`config.mk`:
```
export PLATFORM = sky130hd
export DESIGN_NAME = ps2_host_tx
export DESIGN_NICKNAME = d
export VERILOG_FILES = /design/src/rtl/ps2_host_tx.sv
export SDC_FILE = /design/constraint.sdc
export NUM_CORES = 1
export LEC_CHECK = 0
export CAP_MARGIN = 30
export CORE_ASPECT_RATIO = 0.8
export CORE_UTILIZATION = 40
export DETAILED_ROUTE_END_ITERATION = 8
export HOLD_SLACK_MARGIN = 0.05
export PLACE_DENSITY_LB_ADDON = 0.05
export SYNTH_ARGS = -nofsm -noshare
export SYNTH_HDL_FRONTEND = slang
export SYNTH_SLANG_ARGS = --single-unit
```
`constraint.sdc`:
```
create_clock -name clk -period 2.05 [get_ports clk]
set_input_delay 0.41 -clock clk [delete_from_list [all_inputs] [get_ports clk]]
set_output_delay 0.41 -clock clk [all_outputs]
set_load 0.02 [all_outputs]
```
`src/rtl/ps2_host_tx.sv`:
```
// PS/2 host-to-device transmitter: inhibits the bus, then clocks one byte with odd parity out to
// the device under device-generated clock, checks the ack bit and bounds the whole exchange with a timeout.
module ps2_host_tx #(
  parameter int INHIBIT_CYCLES = 5000,
  parameter int TIMEOUT_CYCLES = 750000
) (
  input  logic       clk,
  input  logic       reset_n,
  input  logic [7:0] tx_data,
  input  logic       tx_valid,
  output logic       tx_ready,
  input  logic       ps2_clk_in,
  input  logic       ps2_data_in,
  output logic       ps2_clk_oe,
  output logic       ps2_data_oe,
  output logic       busy,
  output logic       tx_done,
  output logic [1:0] tx_status
);

  typedef enum logic [2:0] {IDLE, INHIBIT, SEND, ACK, WAIT_IDLE} state_t;

  localparam logic [12:0] INH_LAST = 13'(INHIBIT_CYCLES - 1);
  localparam logic [12:0] INH_DATA = 13'(INHIBIT_CYCLES - 2);
  localparam logic [19:0] TO_LAST  = 20'(TIMEOUT_CYCLES - 1);

  state_t      state;
  logic [2:0]  clk_sync;   // [1:0] synchroniser, [2] previous synced value for edge detect
  logic [1:0]  data_sync;
  logic [9:0]  shift;
  logic [3:0]  idx;
  logic [12:0] icnt;
  logic [19:0] tcnt;
  logic        nack;

  logic clk_s, data_s, clk_fall;
  assign clk_s    = clk_sync[1];
  assign data_s   = data_sync[1];
  assign clk_fall = clk_sync[2] & ~clk_sync[1];

  always_ff @(posedge clk or negedge reset_n) begin
    if (!reset_n) begin
      clk_sync  <= '1;
      data_sync <= '1;
    end else begin
      clk_sync  <= {clk_sync[1:0], ps2_clk_in};
      data_sync <= {data_sync[0], ps2_data_in};
    end
  end

  always_ff @(posedge clk or negedge reset_n) begin
    if (!reset_n) begin
      state       <= IDLE;
      tx_ready    <= 1'b1;
      ps2_clk_oe  <= 1'b0;
      ps2_data_oe <= 1'b0;
      busy        <= 1'b0;
      tx_done     <= 1'b0;
      tx_status   <= 2'd0;
      shift       <= '0;
      idx         <= '0;
      icnt        <= '0;
      tcnt        <= '0;
      nack        <= 1'b0;
    end else begin
      tx_done <= 1'b0;
      case (state)
        IDLE: begin
          if (tx_valid) begin
            shift      <= {1'b1, ~^tx_data, tx_data};
            state      <= INHIBIT;
            tx_ready   <= 1'b0;
            busy       <= 1'b1;
            ps2_clk_oe <= 1'b1;
            icnt       <= '0;
          end
        end
        INHIBIT: begin
          icnt <= icnt + 13'd1;
          // start bit goes low one cycle before the clock is released
          if (icnt == INH_DATA) ps2_data_oe <= 1'b1;
          if (icnt == INH_LAST) begin
            ps2_data_oe <= 1'b1;
            ps2_clk_oe  <= 1'b0;
            tcnt        <= '0;
            idx         <= '0;
            state       <= SEND;
          end
        end
        default: begin
          tcnt <= tcnt + 20'd1;
          // timeout wins over any edge seen in the same cycle
          if (tcnt == TO_LAST) begin
            ps2_clk_oe  <= 1'b0;
            ps2_data_oe <= 1'b0;
            tx_done     <= 1'b1;
            tx_status   <= 2'd2;
            tx_ready    <= 1'b1;
            busy        <= 1'b0;
            state       <= IDLE;
          end else if (state == SEND) begin
            if (clk_fall) begin
              ps2_data_oe <= ~shift[idx];
              idx         <= idx + 4'd1;
              if (idx == 4'd9) state <= ACK;
            end
          end else if (state == ACK) begin
            if (clk_fall) begin
              nack  <= data_s;
              state <= WAIT_IDLE;
            end
          end else if (clk_s && data_s) begin
            tx_done   <= 1'b1;
            tx_status <= {1'b0, nack};
            tx_ready  <= 1'b1;
            busy      <= 1'b0;
            state     <= IDLE;
          end
        end
      endcase
    end
  end

endmodule

```
# After elaboration in Yosys (flattened, before gate mapping)
# Index checks and enable logic that the tools add are counted.
dict set report totals {
  ff_bits 63
  word_cells 118
  in_bits 13
}
dict set report classes {
  n_eq_ne 18
  muxes 51
  addsub 3
  order_cmp 1
  bitwise 8
  n_reduce_logical 23
}
# operator count
set op_table {}
lappend op_table {{one-hot mux 20 bit (2 select lines)} 1}
lappend op_table {{two-way mux 3 bit} 9}
lappend op_table {{equality test 13 bit (second input constant)} 2}
lappend op_table {{one-hot mux 13 bit (2 select lines)} 1}
lappend op_table {{two-way mux 1 bit} 23}
lappend op_table {{adder 20 x 1 -> 20 bit (second input constant)} 1}
lappend op_table {{equality test 20 bit (second input constant)} 1}
lappend op_table {{two-way mux 20 bit} 1}
lappend op_table {{two-way mux 4 bit} 4}
lappend op_table {{AND reduction 5 bit} 3}
lappend op_table {{adder 13 x 1 -> 13 bit (second input constant)} 1}
lappend op_table {{two-way mux 13 bit} 1}
lappend op_table {{nonzero test 3 bit} 4}
lappend op_table {{inequality test 5 x 3 -> 1 bit (second input constant)} 2}
lappend op_table {{two-way mux 2 bit} 4}
lappend op_table {{inequality test 2 bit (second input constant)} 4}
lappend op_table {{one-hot mux 1 bit (2 select lines)} 4}
lappend op_table {{one-hot mux 4 bit (2 select lines)} 1}
lappend op_table {{AND reduction 4 bit} 2}
lappend op_table {{nonzero test 2 bit} 4}
lappend op_table {{XNOR reduction 8 bit} 1}
lappend op_table {{NOT 1 bit} 7}
lappend op_table {{equality test 3 x 2 -> 1 bit (second input constant)} 2}
lappend op_table {{inequality test 3 x 2 -> 1 bit (second input constant)} 2}
lappend op_table {{17 further kinds} 19}

# Longest topological paths before layout
# Gate-level depths: netlist of the first run.
dict set report logic_depth {
  word_depth 7
  depth_mapped 8
}

# Least setup slack after synthesis of the first run
# Ideal clock, no wire load.
dict set report synth_timing {
  path_type {reg2reg}
  start {register icnt[0]}
  end {register tcnt[8]}
  required_ns 1.972
  n_path_buf 2
  arrival_time_ns 1.960
  setup_time_ns 0.078
  period_less_slack_ns 2.038
  path_stages_with_launch 9
  setup_slack_ns 0.012
  cell_sequence {dfrtp_1 ha_1 clkbuf_1 and3_1 and4_4 nor2_2 buf_6 or4_1 a21oi_1}
}
dict set report synth_via {
  elab_chain_cells 3
}
# element line_no
set synth_lines {}
lappend synth_lines {{start: declaration} 32} ;# logic [12:0] icnt;
lappend synth_lines {{start signal: assignment} 79} ;# icnt <= icnt + 13'd1;
lappend synth_lines {{equality test 13 bit} 82} ;# if (icnt == INH_LAST) begin
lappend synth_lines {{inequality test 2 bit (no line)} -}
lappend synth_lines {{AND reduction 2 bit (no line)} -}
lappend synth_lines {{end signal: assignment} 91} ;# tcnt <= tcnt + 20'd1;
lappend synth_lines {{end: declaration} 33} ;# logic [19:0] tcnt;
# Every way passes these cells.
# A chain may end at the register's enable or synchronous reset.

# Worst setup path after layout of the first run
dict set report layout_timing {
  start {register icnt[3]}
  end {register tcnt[11]}
}
# Same word-level chain as after synthesis.

==> results of run 1 <==
[worst max-delay path by stage]
| stage | slack [ps] | end | cells past startpoint |
|---|---|---|---|
| after floorplan | 10 | tcnt[8] | 8 |
| after global placement | 90 | tcnt[13] | 6 |
| after detailed placement | 30 | tcnt[11] | 6 |
| after CTS | 1 | tcnt[11] | 6 |
| after global routing | -50 | tcnt[11] | 6 |
| final | 60 | tcnt[11] | 6 |
[logic make-up after synthesis]
logic type      after synthesis  synth area share (%)
buf+inv                      25                  3.66
mux                          11                  3.39
flops                        63                  47.7
fa+ha+maj                     5                  1.88
xor+xnor                     13                  3.43
compound gates               87                  16.3
simple gates                145                  23.6
[flip-flops by register name, summed over array words and instances (netlist names), 2 cells and up]
register	flops
clk_sync	3
data_sync	2
icnt	13
idx	4
shift	10
state	3
tcnt	20
tx_status	2
[repair_timing]
action	in CTS	in global routing
setup endpoints to repair	1	10
resized for setup	0	9
cloned	0	0
setup buffers	0	1
pin swaps	1	3
[synthesized netlist by cell type (2+ instances only)]
cell and count:
or3_1 5, nor2b_1 2, nor2_1 25, a22o_1 2
ha_1 5, a211oi_1 3, or4_1 6, dfrtp_1 57
clkbuf_1 11, a21oi_1 22, o41ai_1 2, nand3_1 11
xor2_1 3, xnor2_1 10, buf_2 3, o22ai_1 2
o21ai_0 27, buf_6 3, nand4b_1 2, a22oi_1 2
nor3_1 7, and3_1 4, o21ai_1 4, mux2i_1 9
dfstp_2 6, inv_1 7, nand4_1 8, nor3b_1 5
a21o_1 2, nand2b_1 3, a31oi_1 3, o211ai_1 2
nand2_1 53, nor4_4 2, o31ai_1 5, and4_4 2
[worst reg2reg max path, stage by stage, from the launching register on]
cell and delay, ps:
dfrtp_1 400, nor4_4 340, and4_4 330, o2111ai_4 170, buf_6 180, or3_1 340, a21oi_1 160
[where the power goes]
group,switching [mW],internal (mW),leakage (nW)
Clock,0.520,0.686,0.105
Sequential,0.251,1.52,0.805
Combinational,0.936,0.749,0.838
[layout make-up]
cell class / count / area (µm²) / area share (%)
Timing Repair Buffer: 53 / 448 / 11.0
Clock buffer: 9 / 124 / 3.05
Clock inverter: 7 / 97.6 / 2.41
Sequential cell: 63 / 1580 / 39.0
Inverter: 7 / 26.3 / 0.648
Multi-Input combinational cell: 261 / 1640 / 40.5
Tap cell: 108 / 135 / 3.33
[metal layers]
layer / part of all wire, % / vias up / global-route usage [%]
met4: 0.62 / 0 / 4.29
met1: 52 / 1331 / 29.4
met3: 2.7 / 6 / 5.39
met5: 0 / - / 0
met2: 44 / 36 / 28.4
li1: - / 1367 / -
==> key figures, run 1 <==
Run status
  – Status: completed

Routing
  – Antenna Nets Post-Route: 0
  – Vias per inst: 5.39
  – Routed length per instance: 15.3 µm
  – Vias post-DR: 2740
  – Initial DRC Count: 113
  – Drt pass-1 iters: 4
  – Drt total wl: ~8000 µm
  – Remaining DRCs: 0

Clock tree
  – Clk slew on worst S/H paths: around 80 ps
  – CTS Hold Bufs: 0
  – CTS tree: yes
  – Clock Tree Buf Depth: 2
  – # H-tree levels: 3
  – Worst-Skew Late Latency: 350 ps
  – Num CTS Buffers: 9
  – Clock root buffer: clkbuf_8
  – Clock Sink Count: 63

STA
  – Clock period minus worst slack: 1990 ps
  – Final setup fails: 0
  – RSZ-0062 raised after global routing: true
  – Worst hold slack: 76.4 ps
  – Clock skew: 13.7 ps
  – Final TNS setup: 0 ps
  – Worst-margin pin slew: approximately 450 ps
  – Final Cycle Share: between 90% and 100%
  – Final hold violations: 0
  – F_max: 502 MHz
  – Slew headroom: 70.0%
  – Final setup margin: 58.9 ps
  – Max-slew violation count: 0

Synthesis
  – Mapped Area: between 3000 and 4000 µm²
  – Sequential element share of the synthesized area: 47.7%
  – Synth Register Bits: 63
  – Cells after Synth: ~350
  – Unique masters post-synth: 60
  – Post-synthesis average cell area: 9.51 µm²
  – Share of flip-flops with an asynchronous set or reset: 100%
  – Synth top area share: 43.0%
  – Largest cells by area after synthesis: dfrtp_1 43%, nand2_1 6.0%, dfstp_2 4.7%
  – Synth area leader: dfrtp_1
  – Syn nets: 367
  – Number of synthesized flops with an enable pin: 0
  – Synth Warn #: 0
  – Synth Flop Type: dfrtp_1

Placement
  – GPL Wtd Cong: 0.768
  – DP Area: 3790 µm²
  – IO buf count: 19
  – Place WS: between 20 and 30 ps
  – # placed instances: 491
  – Post-DP HPWL: 5490 µm

Die
  – DIE HEIGHT: 83.5 µm
  – Full die area: about 8700 µm²
  – Ports: 20
  – Row cnt: 29
  – Die Width: 104 µm
  – Initial core utilization: about two fifths
  – Core area: 7980 µm²

Setup path
  – Crit-path leading delay family: simple AND/OR/NAND/NOR gates
  – Crit-path cells: nor4_4 -> and4_4 -> o2111ai_4 -> buf_6 -> or3_1 -> a21oi_1
  – Data arrival time of the worst path: 2260 ps
  – FF-to-FF setup slack: between 50 and 60 ps
  – Crit-path slowest cell: dfrtp_1
  – RR Startpoint: icnt[3]
  – Critical path fanouts, max: 6
  – Buf/Inv on CP: 1
  – Worst Path Required: 2320 ps
  – Critical Path Start: icnt[3]
  – FF-to-FF End: tcnt[11]
  – CP endpoint kind: flip-flop
  – Critical path class: reg -> reg
  – Slowest Stage Delay on Critical Path: about 400 ps
  – Worst setup SP type: flip-flop
  – R2R cell count: 6

Pwr
  – Peak supply drop: 0.000502 V
  – Leakage: approximately 1.7 nW
  – Final Power: 4.66 mW
  – Power Density: ~1100 nW/µm²

Layout
  – Fillers: between 700 and 800
  – Final #Nets: just over 400
  – Most frequent cells in the layout: 57 x dfrtp_1, 51 x nand2_1, 32 x buf_4, 27 x o21ai_0, 25 x nor2_1
  – Design area: 4060 µm²
  – Share of cells above drive strength 1: 19.3%
  – Post-Layout Cell Count: 508
  – Most common cell after layout, fill and taps aside: dfrtp_1
  – # diodes: 0
  – Synth-to-Final Area Change: 22.2%
  – Core Util, Final: around half

GRT
  – Total track usage: 19.7%
  – First-pass GRT wire length: 13500 µm
  – Vias in the first global route: roughly 2700
  – GR Overflow Total: 0
  – Largest net degree at the start of global routing: 36
  – Antenna violations before repair: 0

Min path
  – Hold/Removal Path Class: in -> async

Flow run
  – Max cap viols: 0
Note: power is estimated with default switching activity, not from simulation.
==> run 2, diff against run 1 <==
- GPL_TIMING_DRIVEN: not set -> 0
==> run 2 against run 1 <==
Against the previous run: utilization grew 0.078 points; first-iteration DRC count is 9.7% lower; clock skew fell by 5.6 ps; total power decreased by 3.1%; fmax fell by 1.6%; wire length shrank 1.2%; setup slack got worse by 33 ps; global-route usage is 0.45 points lower; critical endpoint is now tcnt[8].
==> key figures, run 2 (synthesized netlist as in run 1, its figures left out) <==
GRT
  – Total track usage: 19.3% (-0.45 points)
  – GR Overflow Total: 0 (unchanged)
  – Vias in the first global route: 2560 (-4.2%)
  – Antenna violations before repair: 0 (unchanged)
  – Largest net degree at the start of global routing: 64 (+78%)
  – First-pass GRT wire length: 13200 µm (-2.0%)

Placement
  – # placed instances: 476 (-3.1%)
  – DP Area: 3640 µm² (-4.0%)
  – Post-DP HPWL: 5100 µm (-7.1%)
  – GPL Wtd Cong: 0.790 (+2.9%)
  – IO buf count: 19 (unchanged)

Clock tree
  – Clock Tree Buf Depth: 2 (unchanged)
  – # H-tree levels: 3 (unchanged)
  – Clock Sink Count: 63 (unchanged)
  – Clock root buffer: clkbuf_8
  – Clk slew on worst S/H paths: 70 ps (about the same)
  – Worst-Skew Late Latency: 340 ps (about the same)
  – CTS tree: yes
  – Num CTS Buffers: 9 (unchanged)
  – CTS Hold Bufs: 0 (unchanged)

Setup path
  – Worst Path Required: 2320 ps (about the same)
  – Worst setup SP type: flip-flop
  – CP endpoint kind: flip-flop
  – Critical path fanouts, max: 9 (+3)
  – Critical path class: reg -> reg
  – Data arrival time of the worst path: 2300 ps (+40 ps)

Layout
  – Multi-input logic area: 1730 µm² (+5.6%)
  – # diodes: 0 (unchanged)
  – Final #Nets: 411 (-0.48%)
  – Share of cells above drive strength 1: 22.9% (+3.6 points)
  – Reg with most FFs: tcnt
  – Post-Layout Cell Count: 506 (-0.39%)
  – Design area: 4060 µm² (+0.15%)
  – Core Util, Final: 50.9% (+0.078 points)
  – Most frequent cells in the layout: 52 x nand2_1, 52 x dfrtp_1, 26 x o21ai_0, 21 x nor2_1
  – Synth-to-Final Area Change: 22.4%
  – Register area: 1590 µm² (+0.40%)
  – Flip-flop count of the largest register after layout: 20 (unchanged)
  – Largest registers: tcnt: 20 flops, icnt: 13 flops, shift: 10 flops
  – Fillers: 772 (+2.0%)

Die
  – Row cnt: 29 (unchanged)
  – Initial core utilization: 41.6% (unchanged)
  – Full die area: 8670 µm² (unchanged)
  – Core area: 7980 µm² (unchanged)
  – Ports: 20 (unchanged)
  – DIE HEIGHT: 83.5 µm (unchanged)
  – Die Width: 104 µm (unchanged)

Run status
  – Status: completed

Pwr
  – Peak supply drop: 0.000602 V (+20%)
  – Power Density: 1110 nW/µm² (-3.3%)
  – Leakage: 1.69 nW (-3.0%)

Routing
  – Routed length per instance: 15.2 µm (-0.83%)
  – Vias per inst: 5.37 (-0.48%)
  – Vias post-DR: 2716 (-0.88%)
  – Initial DRC Count: 102 (-9.7%)
  – Drt pass-1 iters: 4 (unchanged)
  – Remaining DRCs: 0 (unchanged)
  – Drt total wl: 7690 µm (-1.2%)
  – Antenna Nets Post-Route: 0 (unchanged)

STA
  – F_max: 494 MHz (-1.6%)
  – Clock skew: 8.13 ps (-5.56 ps)
  – Worst-margin pin slew: 807 ps (+357 ps)
  – Slew headroom: 46.2% (-24 points)
  – Final setup fails: 0 (unchanged)
  – Worst hold slack: 146 ps (+70.0 ps)
  – Clock period minus worst slack: 2020 ps (+32.7 ps)
  – Max-slew violation count: 0 (unchanged)
  – Final hold violations: 0 (unchanged)
  – RSZ-0062 raised after global routing: true
  – Final Cycle Share: 98.7% (+1.6 points)

Min path
  – Hold/Removal Path Class: in -> async

Flow run
  – Max cap viols: 0 (unchanged)
run 2: worst max-delay path: stages, from the launching register on:
cell	delay, ps
dfrtp_2	440
nor4_4	350
and4_4	330
nor2_2	60
buf_6	130
or4_4	510
a21oi_2	130
run 2: path summary, 6_finish.rpt:
path | depth (start not counted) | slack (ps) | endpoint | start
min reg2reg | 0 | 360 | data_sync[1] | data_sync[0]
max reg2reg | 6 | 30 | tcnt[8] | icnt[5]
max in group asynchronous | 1 | 1320 | tcnt[10] | reset_n
min in group clk | 0 | 360 | data_sync[1] | data_sync[0]
max | 6 | 30 | tcnt[8] | icnt[5]
min | 1 | 150 | icnt[8] | reset_n
run 2: repair_timing:
item                       in CTS  in global routing
gates cloned                    1                  0
pin swaps                       5                 11
setup buffers                   4                 12
setup endpoints to repair      43                 36
resized for setup              21                 20
run 2: power by group:
group	switching, mW	internal [mW]	total, mW
logic	1.04	0.773	1.81
clock network	0.519	0.437	0.955
registers	0.223	1.52	1.75
run 2: metrics by stage:
stage / power (mW) / setup TNS (ps) / setup WS [ps]
6_report: 4.52 / 0 / 26.2
5_1_grt: 4.86 / -94.0 / -39.8
4_1_cts: 4.40 / 0 / 3.93
3_5_place_dp: 3.34 / -11240 / -407
3_3_place_gp: 3.33 / -108660 / -1620
2_1_floorplan: 2.86 / 0 / 12.1
run 2: layout make-up:
class / count / area share [%]
multi-input cells: 261 / 42.7
well taps: 108 / 3.33
flip-flops and latches: 63 / 39.1
clock inverters: 7 / 1.23
repair buffers: 36 / 7.70
clock buffers: 9 / 3.05
plain buffers: 15 / 2.25
inverters: 7 / 0.647
run 2: layer usage:
metal	vias to the layer above	global-route usage [%]	part of all wire [%]	routed length (µm)
met5	-	0	0	0
met4	0	5.45	0.86	66
met3	6	4.53	3.8	296
met2	42	27.1	42	3230
met1	1313	29.3	53	4100
li1	1355	-	-	-
==> run 3, diff against run 2 <==
- RECOVER_POWER: not set -> 25
==> run 3 against run 2 <==
Against the previous run: the run now ends with capacitance limit, slew limit left; setup slack worse by 0.58 ps; via count is 0.18% lower; register-to-register slack hardly changed; sequential share of layout area hardly changed; critical path depth stayed put; first-iteration DRC count is 0.98% lower; largest cell class unchanged.
==> key figures, run 3 (synthesized netlist as in run 1, its figures left out) <==
Layout
  – Share of cells above drive strength 1: 22.6% (-0.25 points)
  – Largest registers: tcnt: 20 flops, icnt: 13 flops, shift: 10 flops
  – Reg with most FFs: tcnt
  – Most frequent cells in the layout: 52 x nand2_1, 52 x dfrtp_1, 26 x o21ai_0, 21 x nor2_1
  – Multi-input logic area: 1730 µm² (unchanged)
  – Flip-flop count of the largest register after layout: 20 (unchanged)
  – # diodes: 0 (unchanged)
  – Register area: 1590 µm² (unchanged)
  – Synth-to-Final Area Change: 22.4% (about the same)
  – Final #Nets: 411 (unchanged)
  – Design area: 4060 µm² (about the same)
  – Fillers: 773 (+0.13%)
  – Post-Layout Cell Count: 506 (unchanged)

STA
  – Max-slew violation count: 64 (+64)
  – Worst-margin pin slew: 1580 ps (+777 ps)
  – RSZ-0062 raised after global routing: true
  – Worst hold slack: 360 ps (+214 ps)
  – Final setup fails: 0 (unchanged)
  – Final TNS setup: 0 ps (unchanged)
  – Clock skew: 8.39 ps (+0.254 ps)
  – Final Cycle Share: 98.8% (about the same)
  – F_max: 494 MHz (about the same)
  – Slew headroom: -5.58% (-52 points)
  – Clock period minus worst slack: 2020 ps (+0.582 ps)
  – Final hold violations: 0 (unchanged)

Routing
  – Antenna Nets Post-Route: 0 (unchanged)
  – Drt pass-1 iters: 6 (+2)
  – Remaining DRCs: 0 (unchanged)
  – Initial DRC Count: 101 (-0.98%)
  – Drt total wl: 7680 µm (about the same)
  – Routed length per instance: 15.2 µm (about the same)
  – Vias per inst: 5.36 (-0.18%)
  – Vias post-DR: 2711 (-0.18%)

Clock tree
  – Clock Tree Buf Depth: 2 (unchanged)
  – Clock Sink Count: 63 (unchanged)
  – Clk slew on worst S/H paths: 80 ps (about the same)
  – Num CTS Buffers: 9 (unchanged)
  – CTS tree: yes
  – # H-tree levels: 3 (unchanged)
  – Clock root buffer: clkbuf_8
  – Worst-Skew Late Latency: 350 ps (about the same)
  – CTS Hold Bufs: 0 (unchanged)

Setup path
  – Critical path class: reg -> reg
  – Crit-path cells: nor4_4 -> and4_4 -> nor2_2 -> buf_6 -> or4_4 -> a21oi_2
  – Worst Path Required: 2320 ps (about the same)
  – Crit-path leading delay family: simple AND/OR/NAND/NOR gates
  – Worst setup SP type: flip-flop
  – Slowest Stage Delay on Critical Path: 510 ps (about the same)
  – Critical Path Start: icnt[5]
  – Buf/Inv on CP: 1 (unchanged)
  – Data arrival time of the worst path: 2300 ps (about the same)
  – Crit-path slowest cell: or4_4
  – CP endpoint kind: flip-flop
  – RR Startpoint: icnt[5]
  – Critical path fanouts, max: 9 (unchanged)

GRT
  – GR Overflow Total: 0 (unchanged)
  – Largest net degree at the start of global routing: 64 (unchanged)
  – First-pass GRT wire length: 13200 µm (unchanged)
  – Antenna violations before repair: 0 (unchanged)
  – Vias in the first global route: 2560 (unchanged)
  – Total track usage: 19.3% (unchanged)

Placement
  – IO buf count: 19 (unchanged)
  – # placed instances: 476 (unchanged)
  – GPL Wtd Cong: 0.790 (unchanged)
  – DP Area: 3640 µm² (unchanged)
  – Post-DP HPWL: 5100 µm (unchanged)

Die
  – Full die area: 8670 µm² (unchanged)
  – Ports: 20 (unchanged)
  – DIE HEIGHT: 83.5 µm (unchanged)
  – Initial core utilization: 41.6% (unchanged)
  – Die Width: 104 µm (unchanged)
  – Row cnt: 29 (unchanged)
  – Core area: 7980 µm² (unchanged)

Run status
  – Status: finished with violations
  – Failing checks: capacitance limit, slew limit

Pwr
  – Final Power: 4.52 mW (about the same)
  – Power Density: 1110 nW/µm² (about the same)
  – Peak supply drop: 0.000602 V (about the same)
  – Leakage: 1.69 nW (about the same)

Min path
  – Min-delay src: data_sync[0]
  – Hold/Removal Path Class: reg -> reg

Flow run
  – Max cap viols: 1 (+1)
run 3: report_power, final:
group	internal, mW	switching [mW]
clock network	0.437	0.520
registers	1.52	0.224
logic	0.772	1.04
run 3: final cells by class:
type / instances / area share [%]
multi-input combinational: 261 / 42.7
sequential: 63 / 39.2
timing repair buffer: 36 / 7.64
tap: 108 / 3.33
clock buffer: 9 / 3.05
buffer: 15 / 2.25
clock inverter: 7 / 1.23
inverter: 7 / 0.647
run 3: metrics by stage:
stage / worst slack, ps / utilization [%]
global placement: -1620 / 45.7
global route: -39.8 / 50.9
CTS: 3.93 / 49.1
detailed placement: -407 / 45.6
finish: 25.6 / 50.9
floorplan: 12.1 / -
run 3: path summary, 6_finish.rpt:
check	end	slack, ps	depth (start not counted)
max	tcnt[8]	30	6
min	data_sync[1]	360	0
max reg2reg	tcnt[8]	30	6
min reg2reg	data_sync[1]	360	0
max in group asynchronous	tcnt[10]	530	1
min in group asynchronous	icnt[8]	450	1
run 3: layer usage:
metal,wire length (µm),vias up,track usage [%]
met4,66,0,5.45
met2,3250,38,27.1
met3,274,6,4.53
met1,4090,1313,29.3
met5,0,-,0
li1,-,1354,-
run 3: repair_timing:
action | 4_1_cts | 5_1_grt
endpoints found under the setup margin | 43 | 36
gates cloned | 1 | 0
resized for setup | 21 | 20
setup buffers | 4 | 12
pin swaps | 5 | 11
